===== config.mk =====
export PLATFORM = sky130hd
export DESIGN_NAME = des_ecb_dec_iter
export DESIGN_NICKNAME = d
export VERILOG_FILES = /design/src/rtl/des_pkg.sv /design/src/rtl/des_round_f.sv /design/src/rtl/des_ecb_dec_iter.sv
export SDC_FILE = /design/constraint.sdc
export NUM_CORES = 1
export LEC_CHECK = 0
export CAP_MARGIN = 20
export CORE_UTILIZATION = 45
export DETAILED_ROUTE_END_ITERATION = 8
export PLACE_DENSITY = 0.67
export REMOVE_ABC_BUFFERS = 1
export SLEW_MARGIN = 20
export SYNTH_ARGS = -nofsm -noshare
export SYNTH_HDL_FRONTEND = slang
export SYNTH_SLANG_ARGS = --single-unit

===== constraint.sdc =====
create_clock -name clk -period 4.5 [get_ports clk]
set_input_delay 0.9 -clock clk [delete_from_list [all_inputs] [get_ports clk]]
set_output_delay 0.9 -clock clk [all_outputs]
set_load 0.005 [all_outputs]

===== src/rtl/des_pkg.sv =====
// Shared DES constants: FIPS 46 permutation tables, S-boxes, key schedule and FSM states.
// Vectors are [N:1] with bit N holding DES bit 1, so DES bit k of an N-bit word sits at index N+1-k.
package des_pkg;

   localparam int unsigned ROUNDS = 16;

   typedef enum logic [1:0] {
      IDLE,
      RUN,
      DONE
   } state_t;

   localparam int unsigned IP_T [64] = '{
      58, 50, 42, 34, 26, 18, 10,  2, 60, 52, 44, 36, 28, 20, 12,  4,
      62, 54, 46, 38, 30, 22, 14,  6, 64, 56, 48, 40, 32, 24, 16,  8,
      57, 49, 41, 33, 25, 17,  9,  1, 59, 51, 43, 35, 27, 19, 11,  3,
      61, 53, 45, 37, 29, 21, 13,  5, 63, 55, 47, 39, 31, 23, 15,  7};

   localparam int unsigned FP_T [64] = '{
      40,  8, 48, 16, 56, 24, 64, 32, 39,  7, 47, 15, 55, 23, 63, 31,
      38,  6, 46, 14, 54, 22, 62, 30, 37,  5, 45, 13, 53, 21, 61, 29,
      36,  4, 44, 12, 52, 20, 60, 28, 35,  3, 43, 11, 51, 19, 59, 27,
      34,  2, 42, 10, 50, 18, 58, 26, 33,  1, 41,  9, 49, 17, 57, 25};

   localparam int unsigned E_T [48] = '{
      32,  1,  2,  3,  4,  5,  4,  5,  6,  7,  8,  9,
       8,  9, 10, 11, 12, 13, 12, 13, 14, 15, 16, 17,
      16, 17, 18, 19, 20, 21, 20, 21, 22, 23, 24, 25,
      24, 25, 26, 27, 28, 29, 28, 29, 30, 31, 32,  1};

   localparam int unsigned P_T [32] = '{
      16,  7, 20, 21, 29, 12, 28, 17,  1, 15, 23, 26,  5, 18, 31, 10,
       2,  8, 24, 14, 32, 27,  3,  9, 19, 13, 30,  6, 22, 11,  4, 25};

   localparam int unsigned PC1_T [56] = '{
      57, 49, 41, 33, 25, 17,  9,  1, 58, 50, 42, 34, 26, 18,
      10,  2, 59, 51, 43, 35, 27, 19, 11,  3, 60, 52, 44, 36,
      63, 55, 47, 39, 31, 23, 15,  7, 62, 54, 46, 38, 30, 22,
      14,  6, 61, 53, 45, 37, 29, 21, 13,  5, 28, 20, 12,  4};

   localparam int unsigned PC2_T [48] = '{
      14, 17, 11, 24,  1,  5,  3, 28, 15,  6, 21, 10,
      23, 19, 12,  4, 26,  8, 16,  7, 27, 20, 13,  2,
      41, 52, 31, 37, 47, 55, 30, 40, 51, 45, 33, 48,
      44, 49, 39, 56, 34, 53, 46, 42, 50, 36, 29, 32};

   // Encryption left-shift amounts for rounds 1..16 (index 0 = round 1).
   localparam logic [1:0] LS_T [16] = '{
      2'd1, 2'd1, 2'd2, 2'd2, 2'd2, 2'd2, 2'd2, 2'd2,
      2'd1, 2'd2, 2'd2, 2'd2, 2'd2, 2'd2, 2'd2, 2'd1};

   // Each S-box flattened row-major: entry = row*16 + column.
   localparam logic [3:0] SBOX [8][64] = '{
      '{4'd14, 4'd4, 4'd13, 4'd1, 4'd2, 4'd15, 4'd11, 4'd8, 4'd3, 4'd10, 4'd6, 4'd12, 4'd5, 4'd9, 4'd0, 4'd7,
        4'd0, 4'd15, 4'd7, 4'd4, 4'd14, 4'd2, 4'd13, 4'd1, 4'd10, 4'd6, 4'd12, 4'd11, 4'd9, 4'd5, 4'd3, 4'd8,
        4'd4, 4'd1, 4'd14, 4'd8, 4'd13, 4'd6, 4'd2, 4'd11, 4'd15, 4'd12, 4'd9, 4'd7, 4'd3, 4'd10, 4'd5, 4'd0,
        4'd15, 4'd12, 4'd8, 4'd2, 4'd4, 4'd9, 4'd1, 4'd7, 4'd5, 4'd11, 4'd3, 4'd14, 4'd10, 4'd0, 4'd6, 4'd13},
      '{4'd15, 4'd1, 4'd8, 4'd14, 4'd6, 4'd11, 4'd3, 4'd4, 4'd9, 4'd7, 4'd2, 4'd13, 4'd12, 4'd0, 4'd5, 4'd10,
        4'd3, 4'd13, 4'd4, 4'd7, 4'd15, 4'd2, 4'd8, 4'd14, 4'd12, 4'd0, 4'd1, 4'd10, 4'd6, 4'd9, 4'd11, 4'd5,
        4'd0, 4'd14, 4'd7, 4'd11, 4'd10, 4'd4, 4'd13, 4'd1, 4'd5, 4'd8, 4'd12, 4'd6, 4'd9, 4'd3, 4'd2, 4'd15,
        4'd13, 4'd8, 4'd10, 4'd1, 4'd3, 4'd15, 4'd4, 4'd2, 4'd11, 4'd6, 4'd7, 4'd12, 4'd0, 4'd5, 4'd14, 4'd9},
      '{4'd10, 4'd0, 4'd9, 4'd14, 4'd6, 4'd3, 4'd15, 4'd5, 4'd1, 4'd13, 4'd12, 4'd7, 4'd11, 4'd4, 4'd2, 4'd8,
        4'd13, 4'd7, 4'd0, 4'd9, 4'd3, 4'd4, 4'd6, 4'd10, 4'd2, 4'd8, 4'd5, 4'd14, 4'd12, 4'd11, 4'd15, 4'd1,
        4'd13, 4'd6, 4'd4, 4'd9, 4'd8, 4'd15, 4'd3, 4'd0, 4'd11, 4'd1, 4'd2, 4'd12, 4'd5, 4'd10, 4'd14, 4'd7,
        4'd1, 4'd10, 4'd13, 4'd0, 4'd6, 4'd9, 4'd8, 4'd7, 4'd4, 4'd15, 4'd14, 4'd3, 4'd11, 4'd5, 4'd2, 4'd12},
      '{4'd7, 4'd13, 4'd14, 4'd3, 4'd0, 4'd6, 4'd9, 4'd10, 4'd1, 4'd2, 4'd8, 4'd5, 4'd11, 4'd12, 4'd4, 4'd15,
        4'd13, 4'd8, 4'd11, 4'd5, 4'd6, 4'd15, 4'd0, 4'd3, 4'd4, 4'd7, 4'd2, 4'd12, 4'd1, 4'd10, 4'd14, 4'd9,
        4'd10, 4'd6, 4'd9, 4'd0, 4'd12, 4'd11, 4'd7, 4'd13, 4'd15, 4'd1, 4'd3, 4'd14, 4'd5, 4'd2, 4'd8, 4'd4,
        4'd3, 4'd15, 4'd0, 4'd6, 4'd10, 4'd1, 4'd13, 4'd8, 4'd9, 4'd4, 4'd5, 4'd11, 4'd12, 4'd7, 4'd2, 4'd14},
      '{4'd2, 4'd12, 4'd4, 4'd1, 4'd7, 4'd10, 4'd11, 4'd6, 4'd8, 4'd5, 4'd3, 4'd15, 4'd13, 4'd0, 4'd14, 4'd9,
        4'd14, 4'd11, 4'd2, 4'd12, 4'd4, 4'd7, 4'd13, 4'd1, 4'd5, 4'd0, 4'd15, 4'd10, 4'd3, 4'd9, 4'd8, 4'd6,
        4'd4, 4'd2, 4'd1, 4'd11, 4'd10, 4'd13, 4'd7, 4'd8, 4'd15, 4'd9, 4'd12, 4'd5, 4'd6, 4'd3, 4'd0, 4'd14,
        4'd11, 4'd8, 4'd12, 4'd7, 4'd1, 4'd14, 4'd2, 4'd13, 4'd6, 4'd15, 4'd0, 4'd9, 4'd10, 4'd4, 4'd5, 4'd3},
      '{4'd12, 4'd1, 4'd10, 4'd15, 4'd9, 4'd2, 4'd6, 4'd8, 4'd0, 4'd13, 4'd3, 4'd4, 4'd14, 4'd7, 4'd5, 4'd11,
        4'd10, 4'd15, 4'd4, 4'd2, 4'd7, 4'd12, 4'd9, 4'd5, 4'd6, 4'd1, 4'd13, 4'd14, 4'd0, 4'd11, 4'd3, 4'd8,
        4'd9, 4'd14, 4'd15, 4'd5, 4'd2, 4'd8, 4'd12, 4'd3, 4'd7, 4'd0, 4'd4, 4'd10, 4'd1, 4'd13, 4'd11, 4'd6,
        4'd4, 4'd3, 4'd2, 4'd12, 4'd9, 4'd5, 4'd15, 4'd10, 4'd11, 4'd14, 4'd1, 4'd7, 4'd6, 4'd0, 4'd8, 4'd13},
      '{4'd4, 4'd11, 4'd2, 4'd14, 4'd15, 4'd0, 4'd8, 4'd13, 4'd3, 4'd12, 4'd9, 4'd7, 4'd5, 4'd10, 4'd6, 4'd1,
        4'd13, 4'd0, 4'd11, 4'd7, 4'd4, 4'd9, 4'd1, 4'd10, 4'd14, 4'd3, 4'd5, 4'd12, 4'd2, 4'd15, 4'd8, 4'd6,
        4'd1, 4'd4, 4'd11, 4'd13, 4'd12, 4'd3, 4'd7, 4'd14, 4'd10, 4'd15, 4'd6, 4'd8, 4'd0, 4'd5, 4'd9, 4'd2,
        4'd6, 4'd11, 4'd13, 4'd8, 4'd1, 4'd4, 4'd10, 4'd7, 4'd9, 4'd5, 4'd0, 4'd15, 4'd14, 4'd2, 4'd3, 4'd12},
      '{4'd13, 4'd2, 4'd8, 4'd4, 4'd6, 4'd15, 4'd11, 4'd1, 4'd10, 4'd9, 4'd3, 4'd14, 4'd5, 4'd0, 4'd12, 4'd7,
        4'd1, 4'd15, 4'd13, 4'd8, 4'd10, 4'd3, 4'd7, 4'd4, 4'd12, 4'd5, 4'd6, 4'd11, 4'd0, 4'd14, 4'd9, 4'd2,
        4'd7, 4'd11, 4'd4, 4'd1, 4'd9, 4'd12, 4'd14, 4'd2, 4'd0, 4'd6, 4'd10, 4'd13, 4'd15, 4'd3, 4'd5, 4'd8,
        4'd2, 4'd1, 4'd14, 4'd7, 4'd4, 4'd10, 4'd8, 4'd13, 4'd15, 4'd12, 4'd9, 4'd0, 4'd3, 4'd5, 4'd6, 4'd11}};

   function automatic logic [64:1] ip(input logic [64:1] x);
      logic [64:1] y;
      y = '0;
      for (int unsigned i = 0; i < 64; i++) y[64-i] = x[65-IP_T[i]];
      return y;
   endfunction

   function automatic logic [64:1] fp(input logic [64:1] x);
      logic [64:1] y;
      y = '0;
      for (int unsigned i = 0; i < 64; i++) y[64-i] = x[65-FP_T[i]];
      return y;
   endfunction

   function automatic logic [48:1] e_expand(input logic [32:1] x);
      logic [48:1] y;
      y = '0;
      for (int unsigned i = 0; i < 48; i++) y[48-i] = x[33-E_T[i]];
      return y;
   endfunction

   function automatic logic [32:1] p_perm(input logic [32:1] x);
      logic [32:1] y;
      y = '0;
      for (int unsigned i = 0; i < 32; i++) y[32-i] = x[33-P_T[i]];
      return y;
   endfunction

   function automatic logic [56:1] pc1(input logic [64:1] x);
      logic [56:1] y;
      y = '0;
      for (int unsigned i = 0; i < 56; i++) y[56-i] = x[65-PC1_T[i]];
      return y;
   endfunction

   function automatic logic [48:1] pc2(input logic [56:1] x);
      logic [48:1] y;
      y = '0;
      for (int unsigned i = 0; i < 48; i++) y[48-i] = x[57-PC2_T[i]];
      return y;
   endfunction

   // Right-rotate amount for decryption round j: none in round 1, else LS(18-j).
   function automatic logic [1:0] dec_shift(input logic [4:0] j);
      logic [1:0] s;
      s = 2'd0;
      if (j >= 5'd2 && j <= 5'd16) s = LS_T[5'd17 - j];
      return s;
   endfunction

endpackage


===== src/rtl/des_round_f.sv =====
// DES round function f(R, K): E-expansion, subkey XOR, S1..S8 substitution, P permutation.
// Purely combinational so encrypt/decrypt and chained-mode cores can share it.
module des_round_f
   import des_pkg::*;
(
   input  logic [32:1] r,
   input  logic [48:1] k,
   output logic [32:1] f
);

   logic [48:1] x;
   logic [32:1] s;
   logic [6:1]  b;

   always_comb begin
      x = e_expand(r) ^ k;
      s = '0;
      b = '0;
      for (int unsigned i = 0; i < 8; i++) begin
         b = x[48-6*i -: 6];
         // Outer bits pick the row, inner four the column.
         s[32-4*i -: 4] = SBOX[i][{b[6], b[1], b[5:2]}];
      end
      f = p_perm(s);
   end

endmodule


===== src/rtl/des_ecb_dec_iter.sv =====
// Iterative DES ECB decryptor: one Feistel round per clock, 16 rounds per block,
// valid/ready handshake on both the ciphertext input and the plaintext output.
module des_ecb_dec_iter
   import des_pkg::*;
(
   input  logic        clk,
   input  logic        rst,
   input  logic        in_valid,
   output logic        in_ready,
   input  logic [64:1] ciphertext,
   input  logic [64:1] key,
   output logic        out_valid,
   input  logic        out_ready,
   output logic [64:1] plaintext
);

   state_t      state, state_nx;
   logic [4:0]  ctr;
   logic [32:1] l, r;
   logic [28:1] c, d;
   logic [28:1] c_rot, d_rot;
   logic [48:1] subkey;
   logic [32:1] f_out;
   logic [32:1] r_new;
   logic        last;

   assign last      = (ctr == 5'(ROUNDS));
   assign in_ready  = (state == IDLE);
   assign out_valid = (state == DONE);

   always_ff @(posedge clk) begin
      if (rst) state <= IDLE;
      else     state <= state_nx;
   end

   always_comb begin
      state_nx = state;
      unique case (state)
         IDLE:    if (in_valid)  state_nx = RUN;
         RUN:     if (last)      state_nx = DONE;
         DONE:    if (out_ready) state_nx = IDLE;
         default: state_nx = IDLE;
      endcase
   end

   // Key schedule runs backwards: round 1 uses PC1(key) unrotated (K16), later rounds rotate right.
   always_comb begin
      c_rot = c;
      d_rot = d;
      unique case (dec_shift(ctr))
         2'd1: begin
            c_rot = {c[1], c[28:2]};
            d_rot = {d[1], d[28:2]};
         end
         2'd2: begin
            c_rot = {c[2:1], c[28:3]};
            d_rot = {d[2:1], d[28:3]};
         end
         default: ;
      endcase
      subkey = pc2({c_rot, d_rot});
      r_new  = l ^ f_out;
   end

   des_round_f u_f (
      .r (r),
      .k (subkey),
      .f (f_out)
   );

   always_ff @(posedge clk) begin
      if (rst) begin
         l         <= '0;
         r         <= '0;
         c         <= '0;
         d         <= '0;
         ctr       <= '0;
         plaintext <= '0;
      end else begin
         unique case (state)
            IDLE: begin
               if (in_valid) begin
                  {l, r} <= ip(ciphertext);
                  {c, d} <= pc1(key);
                  ctr    <= 5'd1;
               end
            end
            RUN: begin
               l   <= r;
               r   <= r_new;
               c   <= c_rot;
               d   <= d_rot;
               ctr <= ctr + 5'd1;
               if (last) begin
                  plaintext <= fp({r_new, r});
                  ctr       <= '0;
               end
            end
            default: ;
         endcase
      end
   end

   ctr_range_a: assert property (@(posedge clk) disable iff (rst)
      (state == RUN) |-> (ctr >= 5'd1 && ctr <= 5'(ROUNDS)));

endmodule


# Yosys cells after proc, flatten, opt, wreduce, memory -nomap -nowiden
# Memory sizes are Yosys's and may differ from the RTL's.
# Index checks and enable logic that the tools add are counted.
dict set report totals {
  regBits 191
  inputBits 132
  mem_bits_ro 2080
  out_inout_bits 66
  n_memories 9
  elab_cells 94
}
# memory depth word_bits read_ports rd_ports_with_merged_regs wr line_no
set memory_table {}
lappend memory_table {{(name not given)} 64 4 1 0 0 des_round_f.sv:22} ;# s[32-4*i -: 4] = SBOX[i][{b[6], b[1], b[5:2]}];
lappend memory_table {{(name not given)} 64 4 1 0 0 des_round_f.sv:22}
lappend memory_table {{(name not given)} 64 4 1 0 0 des_round_f.sv:22}
lappend memory_table {{(name not given)} 64 4 1 0 0 des_round_f.sv:22}
lappend memory_table {{(name not given)} 64 4 1 0 0 des_round_f.sv:22}
lappend memory_table {{(name not given)} 64 4 1 0 0 des_round_f.sv:22}
lappend memory_table {{3 more memories} - - - - - -}
dict set report op_classes {
  n_reduce_logical 7
  n_mux 36
  n_eq_ne 9
  magnitude_cmp 11
  addsub 2
  bitwise_logic 11
}
# operator count
set op_table {}
lappend op_table {{one-hot mux 28 bit (2 select lines)} 4}
lappend op_table {{one-hot mux 32 bit (2 select lines)} 2}
lappend op_table {{two-way mux 32 bit} 2}
lappend op_table {{two-way mux 4 bit} 16}
lappend op_table {{>= comparator 7 bit, second input constant} 8}
lappend op_table {{two-way mux 28 bit} 2}
lappend op_table {{inverter 6 -> 7 bit} 8}
lappend op_table {{XOR 48 bit} 1}
lappend op_table {{XOR 32 bit} 1}
lappend op_table {{two-way mux 2 bit} 6}
lappend op_table {{two-way mux 5 bit} 2}
lappend op_table {{one-hot mux 5 bit (2 select lines)} 1}
lappend op_table {{>= comparator 6 x 5 -> 1 bit, second input constant} 1}
lappend op_table {{inverter 5 -> 6 bit} 1}
lappend op_table {{one-hot mux 2 bit (3 select lines)} 1}
lappend op_table {{AND reduction 3 bit} 2}
lappend op_table {{adder 5 x 1 -> 5 bit, second input constant} 1}
lappend op_table {{equality test 5 bit, second input constant} 1}
lappend op_table {{>= comparator 5 x 2 -> 1 bit, second input constant} 1}
lappend op_table {{less-or-equal comparator 5 bit, second input constant} 1}
lappend op_table {{subtractor 5 bit, first input constant} 1}
lappend op_table {{equality test 2 x 1 -> 1 bit, second input constant} 2}
lappend op_table {{equality test 2 bit, second input constant} 2}
lappend op_table {{!= test 2 bit, second input constant} 2}
lappend op_table {{other kinds (6)} 7}

# Longest topological paths before layout
dict set report logic_depth {
  depth_word 15
  depth_mapped 23
  depth_no_buf 20
}

# Modules after synthesis
# From an unflattened synthesis, not the netlist that was laid out.
dict set report hier_totals {
  hier_cells 1824
  hier_area_um2 14687.8
}
# mod instances seq_area_each_um2 cells_each area_per_inst_um2
set modules_own_cells {}
lappend modules_own_cells {des_ecb_dec_iter 1 3823.7 1149 9451.6}
lappend modules_own_cells {des_round_f 1 0.0 675 5236.3}

# Worst setup path before layout
# OpenSTA, ideal clock, no wires.
dict set report synth_timing {
  path_type {register -> register}
  from {register ctr[1]}
  to {register r[21] (netlist bit)}
  path_slack_ps -306
  path_buffers 3
  path_stages_with_launch 21
  arrival_time_ps 4702
  synth_period_minus_slack_ps 4806
  setup_time_ps 103
  required_time_ps 4397
  cell_sequence {dfxtp_1 -> inv_1 -> ha_1 -> mux2i_1 -> nand2_1 -> a21o_1 -> ha_1 -> buf_6 -> buf_2 -> a221o_1 -> o21ai_1 -> xor2_2 -> inv_1 -> ha_1 -> buf_1 -> inv_1 -> mux4_2 -> a311oi_1 -> nand2_1 -> xnor2_1 -> a2111oi_2}
}
dict set report synth_via {
  elab_chain_len 15
  elab_cells_between_ends 19
  cone_classes {add/sub (1); order compare (2); eq/ne (2); mux (7); bitwise (4); reduce/logical (1); memory (2)}
}
# element line_no
set synth_lines {}
lappend synth_lines {{start: declaration} des_ecb_dec_iter.sv:18} ;# logic [4:0] ctr;
lappend synth_lines {{start signal: assignment} des_ecb_dec_iter.sv:93} ;# ctr <= ctr + 5'd1;
lappend synth_lines {{subtractor 5 bit} des_pkg.sv:133} ;# if (j >= 5'd2 && j <= 5'd16) s = LS_T[5'd17 - j];
lappend synth_lines {{inverter 5 -> 6 bit (not written as such)} des_pkg.sv:133}
lappend synth_lines {{memory (16 x 2 bit)} -}
lappend synth_lines {{two-way mux 2 bit (not written as such) (2 in a row)} des_pkg.sv:133}
lappend synth_lines {{two-way mux 2 bit (*)} des_pkg.sv:133}
lappend synth_lines {{equality test 2 bit or equality test 2 x 1 -> 1 bit (tied branches)} des_ecb_dec_iter.sv:50} ;# unique case (dec_shift(ctr))
lappend synth_lines {{one-hot mux 28 bit (2 select lines) (*)} des_ecb_dec_iter.sv:50}
lappend synth_lines {{XOR 48 bit (*)} des_round_f.sv:16} ;# x = e_expand(r) ^ k;
lappend synth_lines {{inverter 6 -> 7 bit (not written as such) (*)} des_round_f.sv:22}
lappend synth_lines {{memory (64 x 4 bit) (*)} -}
lappend synth_lines {{two-way mux 4 bit (not written as such) (*) (2 in a row)} des_round_f.sv:22}
lappend synth_lines {{XOR 32 bit (*)} des_ecb_dec_iter.sv:62} ;# r_new = l ^ f_out;
lappend synth_lines {{one-hot mux 32 bit (2 select lines) (*)} des_ecb_dec_iter.sv:80} ;# unique case (state)
lappend synth_lines {{end signal: assignment} des_ecb_dec_iter.sv:83} ;# {l, r} <= ip(ciphertext);
lappend synth_lines {{end signal: assignment} des_ecb_dec_iter.sv:90} ;# r <= r_new;
lappend synth_lines {{end: declaration} des_ecb_dec_iter.sv:19} ;# logic [32:1] l, r;
# Every way passes the cells marked *; elsewhere a longest branch is shown, timed or not. The select of a mux whose other input is x is not followed.
# A chain may end at the register's enable or synchronous reset.

# Final worst setup path
dict set report layout_timing {
  from {register ctr[2]}
  to {register r[31] (netlist bit)}
}
# The elaborated chain is that of the path after synthesis.

==> results.cfg <==
[timing]
skew_ps = 10.8
worst_slack_ps = 208
rsz0062_at_grt = false
slew_violations = 0
tightest_slew_ps = 908
finalCritPeriodShare_pct = 95.4
clock.fmax_mhz = 233
max_slew_margin_pct = 39.3
min_period_ps = 4290
setup_viol = 0
final_hold_viol_count = 0

[synthesis]
synth_edf_count = 0
ys_types = 90
avgSynthCellArea_um2 = 7.55
syn-cell-area_um2 = 15100
yosys_warnings = 0
yosys-top-cells-area = dfxtp_1 25%, nand2_1 6.9%, ha_1 5.8%, nor2_1 4.5%, o21ai_0 4.0%
synthArstFlopShare_pct = 0
yosysTopAreaCell = dfxtp_1
synthFlopType = dfxtp_1
synth-seq-cells = 191
synth.yosys.seq_area_share_pct = 25.3
synth_top_area_share_pct = 25.3
syn_inst = 2003

[placed_design]
port_buffers = 189
pre_cts_slack_ps = 31.6
hpwl_um = 39800
gp_congestion = 0.975

[clock_network]
cts_tree = done
cts-root-buf = clkbuf_16
htreeDepth = 4
cts_buffers = 17
clk_path_buf_depth = 2
clkTransAtPathRegs_ps = 80
clkLatencyLatePin_ps = 460
cts.sinks = 191

[power_and_ir_drop]
swShare_pct = 45.0
p_leak_uw = 0.00730
pwr-share-comb_pct = 61.9
ir_drop_mv = 0.320
p_sw_uw = 4520
pwr-share-seq_pct = 21.2
cellInternalPower_uw = 5520
p_clk_share_pct = 17.0
powerDensity_nw_per_um2 = 521

[grt]
track_usage_pct = 32.2
grt_pass1_vias = 15600
globalRouteOverflowTotal = 0
antenna_found_initial = 0
grt_start_max_net_pins = 146
grt_pass1_wl_um = 86300

[finish]
drive_above_1_share_pct = 15.6
area_delta_synth_final_pct = 27.5
diodes = 0
fin_nets = 2442
fin_util_pct = 58.8
fillers = 3140

[status]
status = complete, no violations

[floorplan]
core.rowCount = 66
die_area_um2 = 34300
core_um2 = 32800
die_x_um = 185
ios = 198
die_y_um = 185
start_util_pct = 46.1

[run]
drv_cap = 0

[route]
drt_iter0_drc = 1328
wl_um = 55800
wl_per_cell_um = 20.7
drt_pass1_iterations = 8
drc_errors = 0
vias_per_cell = 6.18
ant_nets = 0
num_vias = 16700

[worst_setup_path]
crit_arrival_ps = 4640
required_ps = 4850
path_class = flip-flop to flip-flop
cp_max_fo = 9
end_kind = flip-flop
critPathLaunchType = flip-flop

[hold_path]
hp-class = flip-flop to flip-flop
-- registers in the layout, summed over array words and instances, names as in the netlist --
name / cells
state: 2
d: 28
r: 32
l: 32
plaintext: 64
c: 28
ctr: 5
-- worst paths after layout --
| check | from | to | slack, ps | cells past startpoint |
|---|---|---|---|---|
| worst max-delay path | ctr[2] | r[31] | 210 | 20 |
| worst min-delay path | plaintext[63] | plaintext[63] | 450 | 2 |
| worst max register to register | ctr[2] | r[31] | 210 | 20 |
| worst min register to register | plaintext[63] | plaintext[63] | 450 | 2 |
-- synth_stat cells, types with 36 or more instances --
cell and instances:
nor3_1 70, o211ai_1 36, ha_1 70, dfxtp_1 191, a21oi_1 115, xnor2_1 50, clkbuf_1 111, a221oi_1 53
a211oi_1 55, nand3_1 53, o21ai_0 121, a311oi_1 39, nand2_1 278, buf_2 42, nor2_1 180
-- cell usage in the layout, fill, tap and decap left out, types with 24 or more instances in the layout --
cell type and count:
nand2_1 277, buf_4 197, clkdlybuf4s50_1 188, dfxtp_1 187, nor2_1 178, o21ai_0 118, a21oi_1 114, nor3_1 68
ha_1 65, nand3_1 53, a211oi_1 53, xnor2_1 48, a221oi_1 48, a311oi_1 39, o211ai_1 36, mux2i_1 29
a221o_1 28, inv_1 26, or3_1 24
-- per-stage QoR --
step	hold slack (ps)	power (µW)	TNS [ps]	area [µm²]	cells
finish	454	10000	0	19300	2694
global placement	443	8110	-20.5	18400	2656
global route	475	10700	0	19300	2694
detailed placement	446	8120	0	18400	2656
CTS	456	9840	0	19000	2687
floorplan	447	5830	-333020	14300	1827
-- cell families (layout without fill, tap and decap cells) --
kind of cell / after synthesis / in the layout / synth area share, %
fa+ha+maj: 71 / 71 / 5.86
buf+inv: 213 / 462 / 6.09
xor+xnor: 90 / 90 / 6.13
simple gates: 732 / 732 / 22.1
mux: 40 / 40 / 2.95
flops: 191 / 191 / 25.3
compound gates: 666 / 666 / 31.5
-- critical path, stage by stage, from the launching register on --
cell and delay (ps):
dfxtp_2 350, inv_2 50, ha_4 260, mux2i_2 220
o22a_1 180, inv_1 70, ha_4 270, inv_2 240
buf_4 240, o21ai_0 90, buf_4 150, xnor2_2 280
inv_1 190, ha_1 240, nor2_1 230, mux2_2 210
a221oi_1 80, a31oi_1 190, o211ai_2 110, xnor2_1 160
a2111oi_2 350
-- layer usage --
metal	part of all wire (%)	wire length, µm	vias up	global-route usage, %
met3	6.3	3540	74	4.44
met2	47	26300	643	54.3
li1	-	-	7921	-
met4	2.8	1560	0	10.6
met5	0	0	-	0
met1	44	24400	8018	42.0
-- layout make-up --
class	count	area (µm²)	share of cell area [%]
Tap cell	442	553	2.87
Sequential cell	191	3830	19.9
Clock buffer	20	447	2.32
Timing Repair Buffer	394	3540	18.3
Clock inverter	11	179	0.928
Multi-Input combinational cell	1599	10600	55.0
Inverter	37	139	0.720
-- power groups by stage --
| stage | clock network, µW | logic [µW] | registers, µW |
|---|---|---|---|
| after floorplan | 0 | 3790 | 2040 |
| after global placement | 0 | 5970 | 2150 |
| after detailed placement | 0 | 5970 | 2150 |
| after CTS | 1720 | 6000 | 2110 |
| after global routing | 1790 | 6780 | 2140 |
| final | 1700 | 6210 | 2130 |
-- timing repair --
item	4_1_cts	5_1_grt
setup buffers	0	7
hold buffers	0	0
endpoints found under the setup margin	1	61
pin swaps	1	17
gates resized for setup	0	41
cloned	0	1
Note: power is estimated with default switching activity, not from simulation.
